<file path="src/rtl/shift_add_mult8.sv">
// Sequential unsigned WIDTH x WIDTH shift-and-add multiplier with valid/ready
// handshakes on operands and product; one add-stage iteration per clock.
module shift_add_mult8 #(
    parameter int WIDTH = 8,
    parameter int CNT_W = 4
) (
    input  logic               clk,
    input  logic               rst_n,
    input  logic               in_valid,
    output logic               in_ready,
    input  logic [WIDTH-1:0]   a,
    input  logic [WIDTH-1:0]   b,
    output logic               out_valid,
    input  logic               out_ready,
    output logic [2*WIDTH-1:0] product,
    output logic               busy
);

    typedef enum logic [1:0] {
        IDLE = 2'd0,
        CALC = 2'd1,
        DONE = 2'd2
    } state_t;

    state_t               state_r;
    state_t               state_s;
    logic [WIDTH-1:0]     mcand_r;
    logic [2*WIDTH-1:0]   acc_r;
    logic [2*WIDTH-1:0]   acc_s;
    logic [WIDTH:0]       sum_s;
    logic [CNT_W-1:0]     cnt_r;
    logic                 last_s;
    logic [2*WIDTH-1:0]   product_r;
    logic                 in_ready_r;
    logic                 out_valid_r;
    logic                 busy_r;

    // Add stage: carry-out plus WIDTH-bit sum, the carry is never dropped.
    function automatic logic [WIDTH:0] add_stage(input logic [WIDTH-1:0] x,
                                                 input logic [WIDTH-1:0] y);
        return {1'b0, x} + {1'b0, y};
    endfunction

    // One iteration: conditional add into the high half, then shift right with carry in.
    always_comb begin
        sum_s  = add_stage(acc_r[2*WIDTH-1:WIDTH],
                           acc_r[0] ? mcand_r : {WIDTH{1'b0}});
        acc_s  = {sum_s, acc_r[WIDTH-1:1]};
        last_s = (cnt_r == CNT_W'(WIDTH - 1));
    end

    // Next-state logic.
    always_comb begin
        state_s = state_r;
        case (state_r)
            IDLE: begin
                if (in_valid && in_ready_r) begin
                    state_s = CALC;
                end else begin
                    state_s = IDLE;
                end
            end
            CALC: begin
                if (last_s) begin
                    state_s = DONE;
                end else begin
                    state_s = CALC;
                end
            end
            DONE: begin
                if (out_valid_r && out_ready) begin
                    state_s = IDLE;
                end else begin
                    state_s = DONE;
                end
            end
            default: state_s = IDLE;
        endcase
    end

    // State register and registered handshake/status flags derived from next state.
    always_ff @(posedge clk or negedge rst_n) begin
        if (!rst_n) begin
            state_r     <= IDLE;
            in_ready_r  <= 1'b1;
            out_valid_r <= 1'b0;
            busy_r      <= 1'b0;
        end else begin
            state_r     <= state_s;
            in_ready_r  <= (state_s == IDLE);
            out_valid_r <= (state_s == DONE);
            busy_r      <= (state_s != IDLE);
        end
    end

    // Datapath: operand capture, iteration, and product hold.
    always_ff @(posedge clk or negedge rst_n) begin
        if (!rst_n) begin
            mcand_r   <= {WIDTH{1'b0}};
            acc_r     <= {(2*WIDTH){1'b0}};
            cnt_r     <= {CNT_W{1'b0}};
            product_r <= {(2*WIDTH){1'b0}};
        end else begin
            case (state_r)
                IDLE: begin
                    if (in_valid && in_ready_r) begin
                        mcand_r <= a;
                        acc_r   <= {{WIDTH{1'b0}}, b};
                        cnt_r   <= {CNT_W{1'b0}};
                    end else begin
                        mcand_r <= mcand_r;
                    end
                end
                CALC: begin
                    acc_r <= acc_s;
                    cnt_r <= cnt_r + {{(CNT_W-1){1'b0}}, 1'b1};
                    if (last_s) begin
                        product_r <= acc_s;
                    end else begin
                        product_r <= product_r;
                    end
                end
                DONE: begin
                    product_r <= product_r;
                end
                default: begin
                    product_r <= product_r;
                end
            endcase
        end
    end

    assign in_ready  = in_ready_r;
    assign out_valid = out_valid_r;
    assign busy      = busy_r;
    assign product   = product_r;

endmodule

</file>
<file path="config.mk">
export PLATFORM = sky130hd
export DESIGN_NAME = shift_add_mult8
export DESIGN_NICKNAME = d
export VERILOG_FILES = /design/src/rtl/shift_add_mult8.sv
export SDC_FILE = /design/constraint.sdc
export NUM_CORES = 1
export LEC_CHECK = 0
export CAP_MARGIN = 40
export CORE_MARGIN = 2
export CORE_UTILIZATION = 35
export DETAILED_ROUTE_END_ITERATION = 8
export GPL_TIMING_DRIVEN = 0
export SLEW_MARGIN = 20
export SYNTH_ARGS = -nofsm -noshare
export SYNTH_HDL_FRONTEND = slang
export SYNTH_SLANG_ARGS = --single-unit
</file>
<file path="constraint.sdc">
create_clock -name clk -period 5.6 [get_ports clk]
set_clock_uncertainty 0.2 [all_clocks]
set_input_delay 1.12 -clock clk [delete_from_list [all_inputs] [get_ports clk]]
set_output_delay 1.12 -clock clk [all_outputs]
set_load 0.05 [all_outputs]
</file>
# Word level (Yosys, flattened, before mapping)
# Index checks and enable logic that the tools add are counted.
[classes]
add_sub_neg = 2
n_eq_ne = 5
reduce_logical = 9
mux = 9
[ops]
columns = ["op", "n"]
rows = [
  ["$pmux W16 S2", 1],
  ["$mux W16", 1],
  ["$add A8 B8 Y9", 1],
  ["$mux W8", 1],
  ["$pmux W4 S2", 1],
  ["$pmux W2 S3", 1],
  ["$reduce_and A2 Y1", 3],
  ["$add A4 B1 Y4 const B", 1],
  ["$eq A2 B2 Y1 const B", 2],
  ["$eq A4 B3 Y1 const B", 1],
  ["$logic_not A2 Y1", 2],
  ["$mux W2", 2],
  ["$mux W4", 1],
  ["$reduce_bool A2 Y1", 2],
  ["$eq A2 B1 Y1 const B", 1],
  ["$logic_and A1 B1 Y1", 2],
  ["$ne A2 B2 Y1 const B", 1],
  ["$mux W1", 1],
]
[totals]
elab_cells = 33
reg_bits = 49
inputBits = 20
output_inout_bits = 19

# Depth between registers and ports, before layout
[logic_depth]
word_depth = 4
depth_mapped = 7

# Least setup slack after synthesis
# No wires, ideal clock.
[synth_path]
kind = "flip-flop to flip-flop"
start = "register acc_r[0]"
end = "register acc_r[13]"
path_stages_with_launch = 8
synth_period_minus_slack_ps = 2160
path_slack_ps = 3440
setup_ps = 135
path_buffers = 0
arrival_ps = 1825
path_cell_list = "dfrtp_1 -> and2_1 -> ha_1 -> fa_1 -> a21o_1 -> a221oi_2 -> xnor2_1 -> o21ai_0"
[synth_via]
elab_chain_cells = 3
[synth_lines]
columns = ["element", "line_no", "rtl"]
rows = [
  ["start, declared", "28", "logic [2*WIDTH-1:0] acc_r;"],
  ["start signal, assigned", "100", "acc_r <= {(2*WIDTH){1'b0}};"],
  ["start signal, assigned", "108", "acc_r <= {{WIDTH{1'b0}}, b};"],
  ["start signal, assigned", "115", "acc_r <= acc_s;"],
  ["$mux W8", "47", "acc_r[0] ? mcand_r : {WIDTH{1'b0}});"],
  ["$add A8 B8 Y9", "41", "return {1'b0, x} + {1'b0, y};"],
  ["$pmux W16 S2", "104", "case (state_r)"],
]
# Every way passes these cells.
# A chain may end at the register's enable or synchronous reset.

# Worst setup path in the final report
[layout_path]
start = "register in_ready_r (netlist: in_ready)"
end = "output in_ready"
[layout_lines]
columns = ["element", "line_no", "rtl"]
rows = [
  ["start, declared", "34", "logic in_ready_r;"],
  ["start signal, assigned", "90", "in_ready_r <= (state_s == IDLE);"],
  ["end, declared", "10", "output logic in_ready,"],
]
# No word-level cell between the ends.

==> summary.md <==
| Metric | Value |
|---|---|
| Status | `complete, no violations` |
| Die Span Y | `85.0 microns` |
| Power Dens Cells | `599 nW/um^2` |
| Final Non-Filler Cells | `366` |
| GR peak layer | `met2` |
| Final wirelength | `4950 microns` |
| Worst path depth | `1` |
| H-tree levels | `2` |
| Latest clock arrival within the worst-skew pair | `0.30 ns` |
| Clock transition at path regs | `0.09 ns` |
| First-pass detailed-route iteration total | `4` |
| Ys Warns | `0` |
| Initial antenna violation count | `0` |
| CP startpoint kind | `flop` |
| Max cap viols | `0` |
| Detailed placement HPWL | `3590 microns` |
| Seq/Total Area, Yosys | `53.5%` |
| Worst-path cell chain | `clkdlybuf4s50_1` |
| Layout cells sized above 1 | `8.30%` |
| Top-Level Pins | `39` |
| Via density | `4.88` |
| Post-cts sizing count | `0` |
| Asr flop ratio synth | `100%` |
| Distinct cells, synth | `38` |
| Pin count of the biggest net entering global routing | `28` |
| Placed cells | `358` |
| Worst path bufs/invs | `1` |
| DRT antenna net count | `0` |
| Post-synth net total | `272` |
| Congestion Overflow GR | `0` |
| Setup CP Type | `reg2out` |
| Unrepaired setup endpoints after global routing | `no` |
| Port buffer count | `38` |
| Met1 Use GR | `20.8%` |
| Core area | `6350 sq um` |
| Clk pwr share | `17.0%` |
| DR iter-0 viols | `62` |
| Chip width | `85.0 microns` |
| Post-layout net count | `318` |
| Avg Cell Area, Syn | `9.48 sq um` |
| Total GRT Usage | `15.0%` |
| Slew Viols, Final | `0` |
| GP Congestion | `0.823` |
| Net Sw Frac | `42.9%` |
| Reg2reg path depth | `7` |
| Top cells by area, synth | `dfrtp_1, nand2_1, ha_1` |
| Flop pwr share | `35.0%` |
| Vias in the first global route | `1758` |
| Post-synth EDFFs | `0` |
| Slew Limit Headroom | `64.1%` |
| # rows | `29` |
| Crit. End Element | `output pin` |
| Worst EP arrival | `1.65 ns` |
| Grt met2 use | `23.7%` |
| Pint | `0.999 mW` |
| Crit Path Max Fanout | `3` |
| Hold WC Path Type | `reg2reg` |
| Routed len/inst | `13.5 microns` |
| Leak | `1.40 nW` |
| Required time of the worst setup path | `4.28 ns` |
| VDD IR-drop max | `0.000243 V` |
| Top cell type's share of synthesized area | `52.3%` |
| Clock Path Buffers | `2` |
| Hold Buf Count CTS | `0` |
| Initial Utilization | `36.1%` |
| Top FF cell, synth | `dfrtp_1` |
| Critical-path top delay cell | `clkdlybuf4s50_1` |
| Number of synthesized register bits | `49` |
| F_max | `336 MHz` |
| First-pass GRT wire length | `8580 microns` |
| Met3 usage | `2.63%` |
| Hold depth | `2` |
| TNS Setup | `0 ns` |
| Setup Fix Bufs, Post-CTS | `0` |
| Gate power share | `48.1%` |
| Final setup fails | `0` |
| # DRC | `0` |
| Synthesized area | `2290 sq um` |
| CP top delay family | `buffers and inverters` |
| Routed via count | `1785` |
| Net switching power | `0.751 mW` |
| CTS sink count | `49` |
| Synthesized instance count | `242` |
| Yosys top cell by area | `dfrtp_1` |
| Die Area | `7220 sq um` |
| Final period util | `53.1%` |
| Final Hold Fails | `0` |
| CTS buffer count | `5` |
| Minimum clock period | `2.97 ns` |
| CP peak stage delay | `0.80 ns` |
| Layout area overhead | `27.3%` |
| CTS tree | `built` |
| Antenna Cells | `0` |
| Slew @ Worst Pin | `0.538 ns` |
| Root buffer cell | `clkbuf_8` |
==> power by group through the flow <==
stage | Clock (mW) | Combinational (mW) | Sequential, mW
after global placement | 0 | 0.833 | 0.614
after floorplan | 0 | 0.404 | 0.797
final | 0.297 | 0.841 | 0.612
after CTS | 0.303 | 0.846 | 0.613
after global routing | 0.319 | 0.926 | 0.637
after detailed placement | 0 | 0.845 | 0.619
==> worst paths after layout <==
check,start,to,slack [ns]
max in group asynchronous,rst_n,in_ready,4.00
max reg2reg,acc_r[0],acc_r[13],3.13
min reg2reg,product[6],product[6],0.28
max,in_ready,in_ready,2.63
min in group asynchronous,rst_n,product[13],0.59
min,product[6],product[6],0.28
==> area by class of cell <==
type | instances | area [sq um]
buffer | 12 | 72.6
clock inverter | 3 | 65.1
multi-input combinational | 178 | 983
sequential | 49 | 1230
tap | 77 | 96.3
fill | 637 | 3430
clock buffer | 5 | 68.8
inverter | 3 | 11.3
timing repair buffer | 39 | 395
==> kinds of logic after synthesis <==
group                      Yosys count  synth area share, %
AOI/OAI and AO/OA                   38                 11.1
xor gates and xnor gates             4                 1.53
adders and majority gates           10                 5.78
buffers and inverters               15                 3.65
DFF                                 49                 53.5
muxes                                1                0.436
and+or+nand+nor                    125                 24.0
==> metal layers <==
layer  vias to the layer above  wire, microns
li1                        906              -
met1                       828           2400
met2                        43           2270
met3                         8            174
met4                         0             95
met5                         -              0
==> synth_stat cells (2+ instances only) <==
cell	n
buf_2	4
o22ai_1	5
nand3_1	17
clkbuf_1	4
a211o_1	3
and2_1	8
a21o_1	3
nor2_1	11
xnor2_1	3
or2_2	3
and3_1	2
dfrtp_1	48
nor3_1	2
buf_6	3
a22oi_1	3
inv_1	3
nand2_1	74
a21oi_1	4
nand4_1	3
ha_1	9
o21ai_0	13
==> placed cells by master (no fill, tap or decap), types with 4 or more instances in the layout <==
master,n
clkbuf_8,5
a21oi_1,4
buf_2,5
nand2_1,74
ha_1,9
o22ai_1,5
o21ai_0,13
and2_1,8
clkdlybuf4s50_1,37
nand3_1,17
nor2_1,11
dfrtp_1,48
clkbuf_1,4
==> state kept, by name (all words and copies together), names as in the netlist <==
| signal | count |
|---|---|
| out_valid | 1 |
| cnt_r | 4 |
| product | 16 |
| busy | 1 |
| acc_r | 16 |
| in_ready | 1 |
| state_r | 2 |
| mcand_r | 8 |
==> per-stage QoR <==
stage / power, mW / utilization (%) / hold slack [ns] / cell area (sq um) / setup slack (ns)
floorplan: 1.20 / - / 0.237 / 2290 / 3.44
global placement: 1.45 / 43.6 / 0.253 / 2770 / 1.76
detailed placement: 1.46 / 43.9 / 0.261 / 2790 / 2.72
CTS: 1.76 / 46.0 / 0.283 / 2920 / 2.62
global route: 1.88 / 46.0 / 0.304 / 2920 / 2.58
finish: 1.75 / 46.0 / 0.278 / 2920 / 2.63
(Power assumes the default switching activity.)
==> RTL change 1 (config.mk and constraints unchanged) <==
Encoding of `state_t`: now one-hot (3 bits for 3 states).
--- a/src/rtl/shift_add_mult8.sv
+++ b/src/rtl/shift_add_mult8.sv
@@ -17,8 +17,8 @@
 );
 
-    typedef enum logic [1:0] {
-        IDLE = 2'd0,
-        CALC = 2'd1,
-        DONE = 2'd2
+    typedef enum logic [2:0] {
+        IDLE = 3'b001,
+        CALC = 3'b010,
+        DONE = 3'b100
     } state_t;
 
Formal check against the unedited RTL: no difference found for any inputs over 4 cycles, from zero or initial values and one cycle with rst_n low; so few cycles prove little.
==> RTL change 1 against the original RTL <==
Sequential share of layout area up 0.68 points; sequential cell count rose by 1; clock power shrank 12%; wire length is 2.5% lower; count of clock-buffer cells in the layout increased by 1; non-clock buffer count fell by 3; cell area rose by 0.51%; power fell by 26%; synthesized area increased by 2.3%; cell count is 4.6% lower; register-to-register slack is essentially flat; setup slack improved by 0.031 ns; combinational power down 42%; largest cell class unchanged.
==> RTL change 1: results (changes against the original RTL) <==
Leakage dissipation -> 1.35 nW (-3.7%)
HPWL after detailed placement -> 3490 µm (-2.8%)
Cell total after placement -> 342 (-4.5%)
Overall global routing resource usage -> 0.142 (-0.00811)
Antenna diode instance count -> 0 (unchanged)
Vias in the first global route -> 1,711 (-2.7%)
Peak fanout along the critical path -> 2 (-1)
Number of library cell types mapped by synthesis -> 41 (+7.9%)
Clock insertion delay at the later pin of the skew report -> 0.30 ns (about the same)
Top cell family by delay on the critical path -> buffers and inverters
Via density -> 4.99 (+2.4%)
Setup repair bufs after CTS -> 0 (unchanged)
Async set-reset flop share out of synthesis -> 1.00 (unchanged)
Switching power summed over all nets -> 464 µW (-38%)
Number of nets produced by synthesis -> 257 (-5.5%)
Worst Hold Launch -> product[3]
Slew at the pin with the worst max-slew slack -> 0.634 ns (+0.0957 ns)
Detailed Route Iter0 Violations -> 117 (+89%)
Number of gates resized after cts -> 0 (unchanged)
Detailed-route wire length per cell -> 13.8 µm (+2.3%)
Class of the tightest hold or removal check -> reg -> reg
Total clock buffers created by CTS -> 5 (unchanged)
CTS H-Tree Depth -> 2 (unchanged)
Slowest Stage Delay on Critical Path -> 0.79 ns
Worst vdd rail ir drop -> 0.163 mV (-33%)
Global placement routability congestion -> 0.772 (-6.2%)
Top cells by instance count after synthesis -> 62 x sky130_fd_sc_hd__nand2_1, 48 x sky130_fd_sc_hd__dfrtp_1, 17 x sky130_fd_sc_hd__o21ai_0
Layout cell share with drive strength beyond 1 -> 0.0993 (+0.0162)
Wire length of the first global-routing pass -> 8160 µm (-4.9%)
Maximum number of buffers from clock root to sink -> 2 (unchanged)
First-pass iteration count of the detailed router -> 4 (unchanged)
Number of cells on the worst reg-to-reg path -> 7 (unchanged)
Pin count of the biggest net entering global routing -> 51 (+82%)
Count of buffers inserted at the top-level ports -> 38 (unchanged)
Post-route non-filler standard cell count -> 349 (-4.6%)
Hold-fix buffer count after cts -> 0 (unchanged)
Antenna violations before repair -> 0 (unchanged)
Status -> finished, final reports clean
Seq/Total Area, Yosys -> 0.534 (-0.00107)
Root buffer cell -> sky130_fd_sc_hd__clkbuf_8
Fill count -> 600 (-5.8%)
Cells taking the most area after synthesis -> sky130_fd_sc_hd__dfrtp_1 51%, sky130_fd_sc_hd__nand2_1 9.9%, sky130_fd_sc_hd__ha_1 4.8%
Data arrival, critical path -> 1.62 ns (-0.03 ns)
Worst path slowest cell -> sky130_fd_sc_hd__clkdlybuf4s50_1
Hold path cells -> 2 (unchanged)
Reg clk slew, reported paths -> 0.09 ns (about the same)
Mean post-synth cell area -> 10.3 µm² (+9.1%)
Total Nets Final -> 302 (-5.0%)
## RTL change 1: cell count changes after synthesis, sizes merged, moves of 7 or more
cell,unedited run,this run
nand2,74,62
o21ai,13,21
nor2,11,4
nand3,17,2
mux2,0,8
mux2i,1,9
## RTL change 1: final cells by class
cell class	count	area, µm²	area share
tap	77	96.3	0.0328
clock buffer	6	82.6	0.0281
timing repair buffer	38	378	0.129
clock inverter	1	30.0	0.0102
sequential	50	1250	0.427
multi-input combinational	165	1030	0.350
inverter	2	7.51	0.00256
buffer	10	61.3	0.0209
## RTL change 1: cells by family after synthesis
kind of cell / synth area share
AOI/OAI and AO/OA: 0.123
adders and majority gates: 0.0565
xor gates and xnor gates: 0.0149
buffers and inverters: 0.0293
muxes: 0.0767
and+or+nand+nor: 0.166
DFF: 0.534
## RTL change 1: power by group through the flow
| stage | registers [mW] | clock network, mW | logic, mW |
|---|---|---|---|
| 2_1_floorplan | 0.573 | 0 | 0.332 |
| 3_3_place_gp | 0.548 | 0 | 0.485 |
| 3_5_place_dp | 0.552 | 0 | 0.495 |
| 4_1_cts | 0.545 | 0.270 | 0.496 |
| 5_1_grt | 0.561 | 0.284 | 0.550 |
| 6_report | 0.544 | 0.261 | 0.491 |
## RTL change 1: routing by layer
| metal | part of all wire | global-route usage | vias to the layer above | routed length, µm |
|---|---|---|---|---|
| li1 | - | - | 875 | - |
| met1 | 0.50 | 0.200 | 831 | 2410 |
| met2 | 0.45 | 0.220 | 31 | 2180 |
| met3 | 0.035 | 0.0279 | 6 | 168 |
| met4 | 0.015 | 0.0476 | 0 | 72 |
| met5 | 0 | 0 | - | 0 |
## RTL change 1: worst paths after layout
kind / endpoint
max reg2reg: acc_r[13]
min reg2reg: product[3]
min: product[3]
min in group asynchronous: product[13]
max in group asynchronous: busy
max: in_ready
## RTL change 1: metrics by stage
step | hold WS [ns] | area, µm² | setup slack, ns | power [mW]
2_1_floorplan | 0.242 | 2350 | 3.23 | 0.905
3_3_place_gp | 0.262 | 2830 | 1.67 | 1.03
3_5_place_dp | 0.261 | 2820 | 2.51 | 1.05
4_1_cts | 0.284 | 2940 | 2.64 | 1.31
5_1_grt | 0.314 | 2940 | 2.61 | 1.40
6_report | 0.279 | 2940 | 2.66 | 1.30
==> RTL change 2 (same settings) <==
Without the edit above. Change the parameter `WIDTH` from 8 to 12.
--- a/src/rtl/shift_add_mult8.sv
+++ b/src/rtl/shift_add_mult8.sv
@@ -2,5 +2,5 @@
 // handshakes on operands and product; one add-stage iteration per clock.
 module shift_add_mult8 #(
-    parameter int WIDTH = 8,
+    parameter int WIDTH = 12,
     parameter int CNT_W = 4
 ) (
Interface: changed (resized a, b and product); port bits go from 39 to 55. No check against the original RTL was run, so the function may have changed too.
==> RTL change 2 against the original RTL <==
Sequential share of layout area shrank 0.63 points; setup slack got worse by 0.065 ns; synthesized area grew 42%; cell area up 43%; power up 33%; wire length increased by 55%; cell count up 48%; maximum frequency down 2.1%; count of clock-buffer cells in the layout up 5; sequential cell count increased by 20.
==> RTL change 2: results (changes against the original RTL) <==
Seq/Total Area, Yosys -> 0.529 (-0.00639)
Dpl ws -> 2.56 ns (-0.164 ns)
Pin count of the biggest net entering global routing -> 45 (+61%)
Hold path cells -> 2 (unchanged)
Status -> finished, final reports clean
M1 wire length -> 3800 µm (+58%)
Data arrival, critical path -> 3.12 ns (+1.47 ns)
Adder-Cell Fraction of Synth Area -> 0.0559 (-0.00192)
Wire length of the first global-routing pass -> 12,900 µm (+51%)
Worst vdd rail ir drop -> 0.258 mV (+6.1%)
Proportion of final cell area spent on non-clock buffers -> 0.151 (-0.00916)
Max_slew headroom -> 0.423 (-0.218)
Mean post-synth cell area -> 9.13 µm² (-3.7%)
Detailed Route Iter0 Violations -> 152 (+150%)
End point of the critical path -> acc_r[21]
Crit path from -> acc_r[0]
Count of buffers inserted at the top-level ports -> 54 (+42%)
Peak fanout along the critical path -> 10 (+7)
Comb_multi_in -> 266 (+49%)
Overall global routing resource usage -> 0.164 (+0.0138)
Area share of xor/xnor cells in the synthesized design -> 0.0188 (+0.00349)
Number of cells on the worst reg-to-reg path -> 10 (+3)
Clock power frac -> 0.177 (+0.007)
Count of clock-net buffers in the final layout -> 10 (+5)
Fraction of area in multi-input gates -> 0.348 (+0.0116)
Total clock buffers created by CTS -> 9 (+4)
Proportion of synthesized area in mux cells -> 0 (-0.00436)
Global placement routability congestion -> 0.849 (+3.2%)
Number of library cell types mapped by synthesis -> 36 (-5.3%)
Sw frac -> 0.440 (+0.0110)
Via density -> 5.00 (+2.4%)
Period utilization -> 0.543 (+0.0116)
Hold path endpoint -> mcand_r[3]
Leakage dissipation -> 1.96 nW (+40%)
Clock insertion delay at the later pin of the skew report -> 0.35 ns (+0.05 ns)
Total Nets Final -> 466 (+47%)
Top cells by instance count after synthesis -> 122 x sky130_fd_sc_hd__nand2_1, 68 x sky130_fd_sc_hd__dfrtp_1, 25 x sky130_fd_sc_hd__o21ai_0
Worst-case hold slack -> 0.271 ns (-0.00738 ns)
Met3 wire length -> 265 µm (+52%)
Sequential Area -> 1730 µm² (+41%)
Non-CTS inverters -> 6 (+3)
Clock net power -> 411 µW (+38%)
Vias in the first global route -> 2,724 (+55%)
Met2 wire length -> 3490 µm (+54%)
Layout cell share with drive strength beyond 1 -> 0.0513 (-0.0318)
HPWL after detailed placement -> 5610 µm (+56%)
CTS H-Tree Depth -> 3 (+1)
Worst Hold Launch -> mcand_r[3]
Global Route met2 Usage -> 0.246 (+0.00843)
RTL change 2: cell count changes in the layout (fill, tap and decap cells not counted), sizes merged, moves of 9 or more:
cell and change:
a22oi +9, clkbuf +17, clkdlybuf4s50 +16, dfrtp +20, nand2 +48, o21ai +12
RTL change 2: worst max-delay path: stages, from the launching register on:
cell and delay [ns]:
sky130_fd_sc_hd__dfrtp_1 0.38, sky130_fd_sc_hd__clkbuf_1 0.28, sky130_fd_sc_hd__and2_1 0.18, sky130_fd_sc_hd__ha_1 0.20, sky130_fd_sc_hd__inv_1 0.07, sky130_fd_sc_hd__fa_1 0.39
sky130_fd_sc_hd__nand2b_1 0.18, sky130_fd_sc_hd__a21o_1 0.21, sky130_fd_sc_hd__o21a_1 0.27, sky130_fd_sc_hd__or4b_1 0.52, sky130_fd_sc_hd__nand3_1 0.08
RTL change 2: metrics by stage:
stage                     instances  utilization
after global placement          523        0.431
final                           540        0.456
after global routing            540        0.456
after CTS                       540        0.456
after floorplan                 358            -
after detailed placement        524        0.434
